[src/rtl/uart_tx_fifo.sv]
// UART transmitter with an integrated transmit FIFO. Accepts words over a
// valid/ready handshake and sends queued frames back-to-back on the tx line.
module uart_tx_fifo #(
    parameter int    CLK_FREQ   = 100_000_000,
    parameter int    BAUD_RATE  = 9600,
    parameter int    DATA_BIT   = 8,
    parameter int    STOP_BIT   = 1,
    parameter int    CHECK_BIT  = 0,
    parameter string CHECK_MODE = "EVEN",
    parameter int    FIFO_DEPTH = 16
) (
    input  logic                          clk,
    input  logic                          rst,
    input  logic [DATA_BIT-1:0]           tx_data,
    input  logic                          tx_valid,
    output logic                          tx_ready,
    output logic                          tx,
    output logic                          tx_busy,
    output logic                          tx_done,
    output logic [$clog2(FIFO_DEPTH):0]   fifo_count
);

    localparam int BAUD_CNT_MAX = CLK_FREQ / BAUD_RATE;
    localparam int BW           = (BAUD_CNT_MAX > 1) ? $clog2(BAUD_CNT_MAX) : 1;
    localparam int PW           = $clog2(FIFO_DEPTH);

    localparam logic [BW-1:0] BAUD_LAST  = BW'(BAUD_CNT_MAX - 1);
    localparam logic [3:0]    DATA_LAST  = 4'(DATA_BIT - 1);
    localparam logic [3:0]    STOP_LAST  = 4'(STOP_BIT - 1);
    localparam bit            USE_PARITY = (CHECK_BIT != 0);
    localparam bit            ODD_PARITY = (CHECK_MODE == "ODD");

    // Handshake: a word is written on any rising edge where tx_valid and
    // tx_ready are both high; a producer seeing tx_ready low holds tx_data.

    typedef enum logic [2:0] {IDLE, START, DATA, CHECK, STOP} state_t;

    state_t state, state_next;

    logic [DATA_BIT-1:0] mem [FIFO_DEPTH];
    logic [PW:0]         wr_ptr, rd_ptr;
    logic                empty, full, push, pop;
    logic [DATA_BIT-1:0] head;

    logic [BW-1:0]       baud_cnt;
    logic [3:0]          bit_cnt;
    logic                baud_wrap;
    logic [DATA_BIT-1:0] shift;
    logic                parity;
    logic                done_next;

    // FIFO: pointers carry one extra wrap bit to tell full from empty.
    assign empty      = (wr_ptr == rd_ptr);
    assign full       = (wr_ptr[PW] != rd_ptr[PW]) && (wr_ptr[PW-1:0] == rd_ptr[PW-1:0]);
    assign tx_ready   = !full && !rst;
    assign push       = tx_valid && tx_ready;
    assign head       = mem[rd_ptr[PW-1:0]];
    assign fifo_count = wr_ptr - rd_ptr;

    always_ff @(posedge clk) begin
        if (push) begin
            mem[wr_ptr[PW-1:0]] <= tx_data;
        end
    end

    always_ff @(posedge clk) begin
        if (rst) begin
            wr_ptr <= '0;
            rd_ptr <= '0;
        end else begin
            if (push) wr_ptr <= wr_ptr + 1'b1;
            if (pop)  rd_ptr <= rd_ptr + 1'b1;
        end
    end

    assign baud_wrap = (baud_cnt == BAUD_LAST);

    always_ff @(posedge clk) begin
        if (rst) begin
            state <= IDLE;
        end else begin
            state <= state_next;
        end
    end

    always_comb begin
        state_next = state;
        pop        = 1'b0;
        done_next  = 1'b0;
        case (state)
            IDLE: begin
                if (!empty) begin
                    pop        = 1'b1;
                    state_next = START;
                end
            end
            START: begin
                if (baud_wrap) state_next = DATA;
            end
            DATA: begin
                if (baud_wrap && bit_cnt == DATA_LAST) begin
                    state_next = USE_PARITY ? CHECK : STOP;
                end
            end
            CHECK: begin
                if (baud_wrap) state_next = STOP;
            end
            STOP: begin
                if (baud_wrap && bit_cnt == STOP_LAST) begin
                    done_next = 1'b1;
                    // Chain straight into the next start bit when a word is waiting.
                    if (!empty) begin
                        pop        = 1'b1;
                        state_next = START;
                    end else begin
                        state_next = IDLE;
                    end
                end
            end
            default: state_next = IDLE;
        endcase
    end

    // Outputs are registered from the current state, so tx, tx_busy and
    // tx_done all trail the state register by exactly one clock.
    always_ff @(posedge clk) begin
        if (rst) begin
            baud_cnt <= '0;
            bit_cnt  <= '0;
            shift    <= '0;
            parity   <= 1'b0;
            tx       <= 1'b1;
            tx_busy  <= 1'b0;
            tx_done  <= 1'b0;
        end else begin
            if (state == IDLE || baud_wrap) begin
                baud_cnt <= '0;
            end else begin
                baud_cnt <= baud_cnt + 1'b1;
            end

            if (state_next != state) begin
                bit_cnt <= '0;
            end else if (baud_wrap) begin
                bit_cnt <= bit_cnt + 1'b1;
            end

            if (pop) begin
                shift  <= head;
                parity <= ODD_PARITY ? ~^head : ^head;
            end else if (state == DATA && baud_wrap) begin
                shift <= shift >> 1;
            end

            case (state)
                START:   tx <= 1'b0;
                DATA:    tx <= shift[0];
                CHECK:   tx <= parity;
                default: tx <= 1'b1;
            endcase

            tx_busy <= (state != IDLE);
            tx_done <= done_next;
        end
    end

endmodule

[config.mk]
export PLATFORM = sky130hd
export DESIGN_NAME = uart_tx_fifo
export DESIGN_NICKNAME = d
export VERILOG_FILES = /design/src/rtl/uart_tx_fifo.sv
export SDC_FILE = /design/constraint.sdc
export NUM_CORES = 1
export LEC_CHECK = 0
export ABC_CLOCK_PERIOD_IN_PS = 3300
export CAP_MARGIN = 30
export CELL_PAD_IN_SITES_DETAIL_PLACEMENT = 1
export CELL_PAD_IN_SITES_GLOBAL_PLACEMENT = 2
export CORE_MARGIN = 5
export CORE_UTILIZATION = 45
export CTS_CLUSTER_SIZE = 40
export DETAILED_ROUTE_END_ITERATION = 10
export HOLD_SLACK_MARGIN = 0.05
export PLACE_DENSITY_LB_ADDON = 0.3
export SYNTH_ARGS = -nofsm -noshare
export SYNTH_HDL_FRONTEND = slang
export SYNTH_SLANG_ARGS = --single-unit
[constraint.sdc]
create_clock -name clk -period 3.3 [get_ports clk]
set_input_delay 0.33 -clock clk [delete_from_list [all_inputs] [get_ports clk]]
set_output_delay 0.33 -clock clk [all_outputs]
set_load 0.005 [all_outputs]
### Word level (Yosys, flattened, before mapping)

Memory sizes are Yosys's and may differ from the RTL's. A register that Yosys moved wholly into a read port is not among the register bits.
Index checks and enable logic that the tools add are counted.

| storage, ports and cells | value |
|---|---|
| flip-flop bits (word level) | 43 |
| bits in latches | 0 |
| bits in writable memories | 128 |
| memory bits (read-only) | 0 |
| bits of input ports | 11 |
| word-level logic and storage cells | 62 |
| memories | 1 |

| cells by class | value |
|---|---|
| add/subtract/negate cells | 5 |
| $mul | 0 |
| div/mod/pow operators | 0 |
| magnitude comparators | 0 |
| equal/unequal tests | 10 |
| shift operators | 0 |
| mux-type cells | 18 |
| bitwise gates (word level) | 1 |
| reduce and logical (&&, ||, !) cells | 17 |

Memory list:

| name | words | width | rd ports | clocked after Yosys merged registers in | write ports | RTL line | text |
|---|---|---|---|---|---|---|---|
| mem | 16 | 8 | 1 | 1 | 1 | 40 | `logic [DATA_BIT-1:0] mem [FIFO_DEPTH];` |

Operators by type and width:

| cell | count |
|---|---|
| 2-to-1 mux 8 bit | 2 |
| 2-to-1 mux 3 bit | 5 |
| case mux 3 bit (5 select lines) | 1 |
| adder 14 x 1 -> 14 bit (second input constant) | 1 |
| == test 14 bit (second input constant) | 1 |
| adder 5 x 1 -> 5 bit (second input constant) | 2 |
| 2-to-1 mux 4 bit | 2 |
| XOR reduction 8 bit | 1 |
| == test 3 x 2 -> 1 bit (second input constant) | 2 |
| logical AND 1 bit | 6 |
| 2-to-1 mux 1 bit | 6 |
| OR reduction 2 bit | 3 |
| == test 5 bit | 1 |
| subtractor 5 bit | 1 |
| adder 4 x 1 -> 4 bit (second input constant) | 1 |
| == test 4 x 3 -> 1 bit (second input constant) | 1 |
| == test 4 bit | 1 |
| logical NOT 4 bit | 1 |
| == test 3 x 1 -> 1 bit (second input constant) | 1 |
| == test 3 bit (second input constant) | 1 |
| logical NOT 3 bit | 1 |
| inequality test 3 bit | 1 |
| case mux 1 bit (3 select lines) | 1 |
| nonzero test 3 bit | 1 |
| other kinds (6) | 7 |

### Longest topological paths before layout

| logic depth | value |
|---|---|
| depth after elaboration | 7 |
| gate-level depth with buffers | 10 |
| depth with buffers taken out | 9 |

### Worst setup path after synthesis

No wires, ideal clock.

| timing path | value |
|---|---|
| kind | register to register |
| start | register wr_ptr[0] |
| end | memory mem[3][0], enable pin |
| arrival | 2279 ps |
| data required time | 2917 ps |
| setup slack | 637 ps |
| stages on the path, launching flop included | 9 |
| path buffers | 1 |
| clock period less this slack | 2663 ps |
| cell sequence | dfxtp_1 -> inv_1 -> ha_1 -> and4_1 -> a21oi_1 -> and2_1 -> clkbuf_1 -> nand2_1 -> nor3_1 |

| on the way | value |
|---|---|
| word-level cells in the longest chain between the ends | 7 |

RTL lines:

| item | RTL line | text |
|---|---|---|
| from (decl) | 41 | `logic [PW:0] wr_ptr, rd_ptr;` |
| from (signal assigned) | 71 | `if (push) wr_ptr <= wr_ptr + 1'b1;` |
| == test 4 bit | 54 | `assign full = (wr_ptr[PW] != rd_ptr[PW]) && (wr_ptr[PW-1:0] == rd_ptr[PW-1:0]);` |
| logical AND 1 bit | 54 |  |
| logical NOT 1 bit | 55 | `assign tx_ready = !full && !rst;` |
| logical AND 1 bit | 55 |  |
| via tx_ready | 16 | `output logic tx_ready,` |
| logical AND 1 bit | 56 | `assign push = tx_valid && tx_ready;` |
| 2-to-1 mux 1 bit | 61 | `if (push) begin` |
| 2-to-1 mux 1 bit (not written as such) | 62 | `mem[wr_ptr[PW-1:0]] <= tx_data;` |
| to (decl) | 40 |  |

The timed path passes the listed nets, and every way through them passes these cells.

### Worst setup path in the final report

| timing path | value |
|---|---|
| start | register wr_ptr[0] |
| end | output fifo_count[4] |

| on the way | value |
|---|---|
| word-level cells in the longest chain between the ends | 1 |

RTL lines:

| item | RTL line | text |
|---|---|---|
| subtractor 5 bit | 58 | `assign fifo_count = wr_ptr - rd_ptr;` |
| to (decl) | 20 | `output logic [$clog2(FIFO_DEPTH):0] fifo_count` |

Every way passes these cells.

==> results list <==
- Result of the run: completed
- Setup repair after global routing left no endpoint under its margin.
- Buffer and inverter count on the worst path: 3
* Worst Path Arrival: 2510 ps
- At the end of routability-driven placement, the weighted congestion stood at 0.769.
- Flops & latches, synth: 175
- Final number of hold-violating endpoints: 0
* Area used by multi-input combinational logic: 2160 µm²
- The min-delay analysis places its worst path in the category flop to flop.
- Initial antenna violation count: 0
- Detailed routing inserted a total of 3880 vias.
- Number of I/O pins: 20
- After clock tree synthesis, the clock-pin slew on the worst setup and hold paths is 70 ps.
- Most common cell after layout, fill and taps aside: edfxtp_1
- On the final layout, the worst clock skew is 7.56 ps.
* Leak: 0.00266 µW
* Min Hold Slack: 462 ps
* Final critical-path required period: 2840 ps
* Total of hold buffers inserted after clock tree synthesis: 0
* Die Outline Area: 18500 µm²
- Required time of the critical path: 2970 ps
- Antenna Diode Count: 0
* Type of the setup path with the least slack: flop to output port
- The worst setup path is launched from a flop.
- Measured slew at the worst slew-check pin: 785 ps
* Cells after synthesis: 469
* Detailed-route DRC error count: 0
- In this run the mean area of a mapped cell was 15.2 µm².
- Most frequent cells in the layout: 128 x edfxtp_1, 49 x nor2_1, 46 x dfxtp_1
* Area inside the core boundary: 15700 µm²
- Synth Net Count: 493
* RR Endpoint: mem[3][5]$_DFFE_PP_
- Along the worst path, the maximum fanout reaches 5.
- The share of the Yosys chip area taken by registers is 0.671.
- CTS built an H-tree with a depth of 4.
* All-layer global routing usage: 0.165
- The clock passes through at most 2 buffers.
- The number of global-route vias before repair is 4191.
* Yosys synthesis warning count: 0
- Number of DRC violations after detailed-routing iteration 0: 252
- In the final layout, flip-flops and latches occupy 4790 µm².
- Yosys mapped a number of flops with a built-in enable equal to 128.
- Fill cells in the final layout number 1515.
- Post-CTS repair changed the size of 0 cells.
- Yosys mapped the design onto 44 distinct sky130hd cell types.
- STA classifies the critical path endpoint as an output port.
* Final Cycle Share: 0.860
- Post-Route WL: 14000 µm
- At the later pin of the worst-skew pair, clock insertion delay measures 420 ps.
- Routed len/inst: 19.1 µm
- The largest single stage delay on the critical path is 530 ps.
- Mean number of vias per cell: 5.28
* Cell mode on critical path: inv_1
- MaxCap Viol Count: 0
- Fraction of layout instances using a drive strength above 1: 0.168
- Grouping stages by cell kind, the critical path spends the most delay in buffers and inverters.
* Number of pins with negative max-slew slack in the final report: 0
- The signal on the critical path passes through inv_1 > ha_1 > fa_1 > inv_1 > a21o_1 > a21oi_1 > xor2_1 > clkdlybuf4s50_1.
* CTS Buf Count: 17
- Top achievable clock speed: 0.352 GHz
- Internal reg-to-reg setup slack: 730 ps
* Final setup violation count: 0
- For this configuration, the core starts out at a cell density of 0.454.
- First-pass GRT wire length: 22900 µm
- The area growth from synthesis to layout is 14.5%.
- Headroom to the max-slew limit came out at 0.476.
- Final net count: 530
* R2r worst-path depth: 7
* Die height: 136 µm
- The tree is rooted in a clkbuf_16.
- The detail route stage leaves a number of antenna-violating nets equal to 0.
* # Post-CTS Setup Buffers: 0
- After routing, the total negative slack on setup checks comes to 0 ps.
- In this run the horizontal extent of the chip is 136 µm.
* Total number of cells along the worst setup path: 8
- Post-synth design cell area: 7130 µm²
* Most common flop cell mapped by yosys: edfxtp_1
- The count of buffers added on input and output ports is 19.
- Number of detailed-routing iterations run before antenna repair: 4
- Entering global routing, the biggest net connects 33 pins.
- Maximum vdd ir drop: 427 µV
* CP startpoint: wr_ptr[0]$_SDFFE_PP0P_
* Cell row count: 46
- Half-perimeter wire length after placement: 9560 µm
- Global routing finished with a remaining overflow of 0.
* Clock tree from TritonCTS: yes
* Total number of clock tree sinks: 175
- Async set or reset register ratio after synthesis: 0
* Ratio of total power to cell area: 664 nW/µm²
- The critical path ends at fifo_count[4].
- Crit-path slowest cell: clkdlybuf4s50_1
- The startpoint identified for the worst register-to-register timing path is wr_ptr[2]$_SDFFE_PP0P_.
==> layout make-up <==
| cell class | instances | share of cell area |
|---|---|---|
| flip-flops and latches | 175 | 0.586 |
| multi-input cells | 262 | 0.265 |
| clock buffers | 18 | 0.0525 |
| repair buffers | 38 | 0.0423 |
| well taps | 216 | 0.0331 |
| clock inverters | 14 | 0.0158 |
| inverters | 12 | 0.00551 |
==> power by group <==
group	internal (µW)	switching, µW
clock network	1050	849
logic	495	495
registers	2450	81.2
==> state kept, by name (all words and copies together), names as in the netlist, named ones only <==
name,flops
mem,128
baud_cnt,14
shift,8
rd_ptr,5
wr_ptr,5
bit_cnt,4
state,3
parity,1
tx,1
tx_busy,1
tx_done,1
==> metal layers <==
layer,wire [µm],share of wire,vias up,global-route usage
met4,188,0.013,0,0.0476
met2,7070,0.50,49,0.271
li1,-,-,1841,-
met1,6370,0.45,1973,0.222
met3,389,0.028,17,0.0377
met5,0,0,-,0
==> cells in the mapped netlist (4+ instances only) <==
master    number  area share
o21ai_0        7      0.0049
a21oi_1       17       0.012
ha_1          12       0.021
xor2_1        14       0.017
nand2b_1       4      0.0035
mux4_2        32        0.10
inv_1         12      0.0063
clkbuf_1       6      0.0032
a22oi_1       22       0.023
or3_1          6      0.0053
nor2_1        49       0.026
xnor2_1       17       0.021
nand4_1        8      0.0070
nor3_1         8      0.0056
edfxtp_1     128        0.54
nand3_1        5      0.0035
nand2_1       33       0.017
dfxtp_1       47        0.13
==> worst min path at each step <==
stage	startpoint	to	slack, ps	cells past startpoint
3_5_place_dp	shift[3]$_SDFFE_PP0P_	shift[3]$_SDFFE_PP0P_	450	2
2_1_floorplan	tx_data[0]	mem[0][0]$_DFFE_PP_	430	0
6_report	shift[2]$_SDFFE_PP0P_	shift[2]$_SDFFE_PP0P_	460	2
3_3_place_gp	shift[5]$_SDFFE_PP0P_	shift[5]$_SDFFE_PP0P_	440	2
4_1_cts	shift[3]$_SDFFE_PP0P_	shift[3]$_SDFFE_PP0P_	460	2
5_1_grt	shift[1]$_SDFFE_PP0P_	shift[1]$_SDFFE_PP0P_	490	2
==> tightest hold or removal path, stage by stage, from the launching register on <==
cell     delay [ps]
dfxtp_1         310
nand2_1          50
a21oi_1          50
==> cell families (layout without fill, tap and decap cells) <==
| kind of cell | Yosys count | after routing | share of synthesized area |
|---|---|---|---|
| multiplexers | 34 | 34 | 0.104 |
| AO/OA/AOI/OAI | 53 | 53 | 0.0488 |
| AND/OR/NAND/NOR | 131 | 131 | 0.0889 |
| XOR/XNOR | 31 | 31 | 0.0381 |
| buffers and inverters | 32 | 82 | 0.0260 |
| flip-flops | 175 | 175 | 0.671 |
| adder cells (fa/ha/maj) | 13 | 13 | 0.0239 |
==> per-stage QoR <==
step                total power (µW)  worst slack, ps  area [µm²]  cells   util
finish                          5420              461        8170    735  0.520
detailed placement              3570              737        7610    703  0.484
CTS                             5480              426        8170    735  0.520
global route                    5700              272        8170    735  0.520
global placement                3560              765        7610    703  0.484
floorplan                       3310              637        7130    469      -
Note: power is estimated with default switching activity, not from simulation.
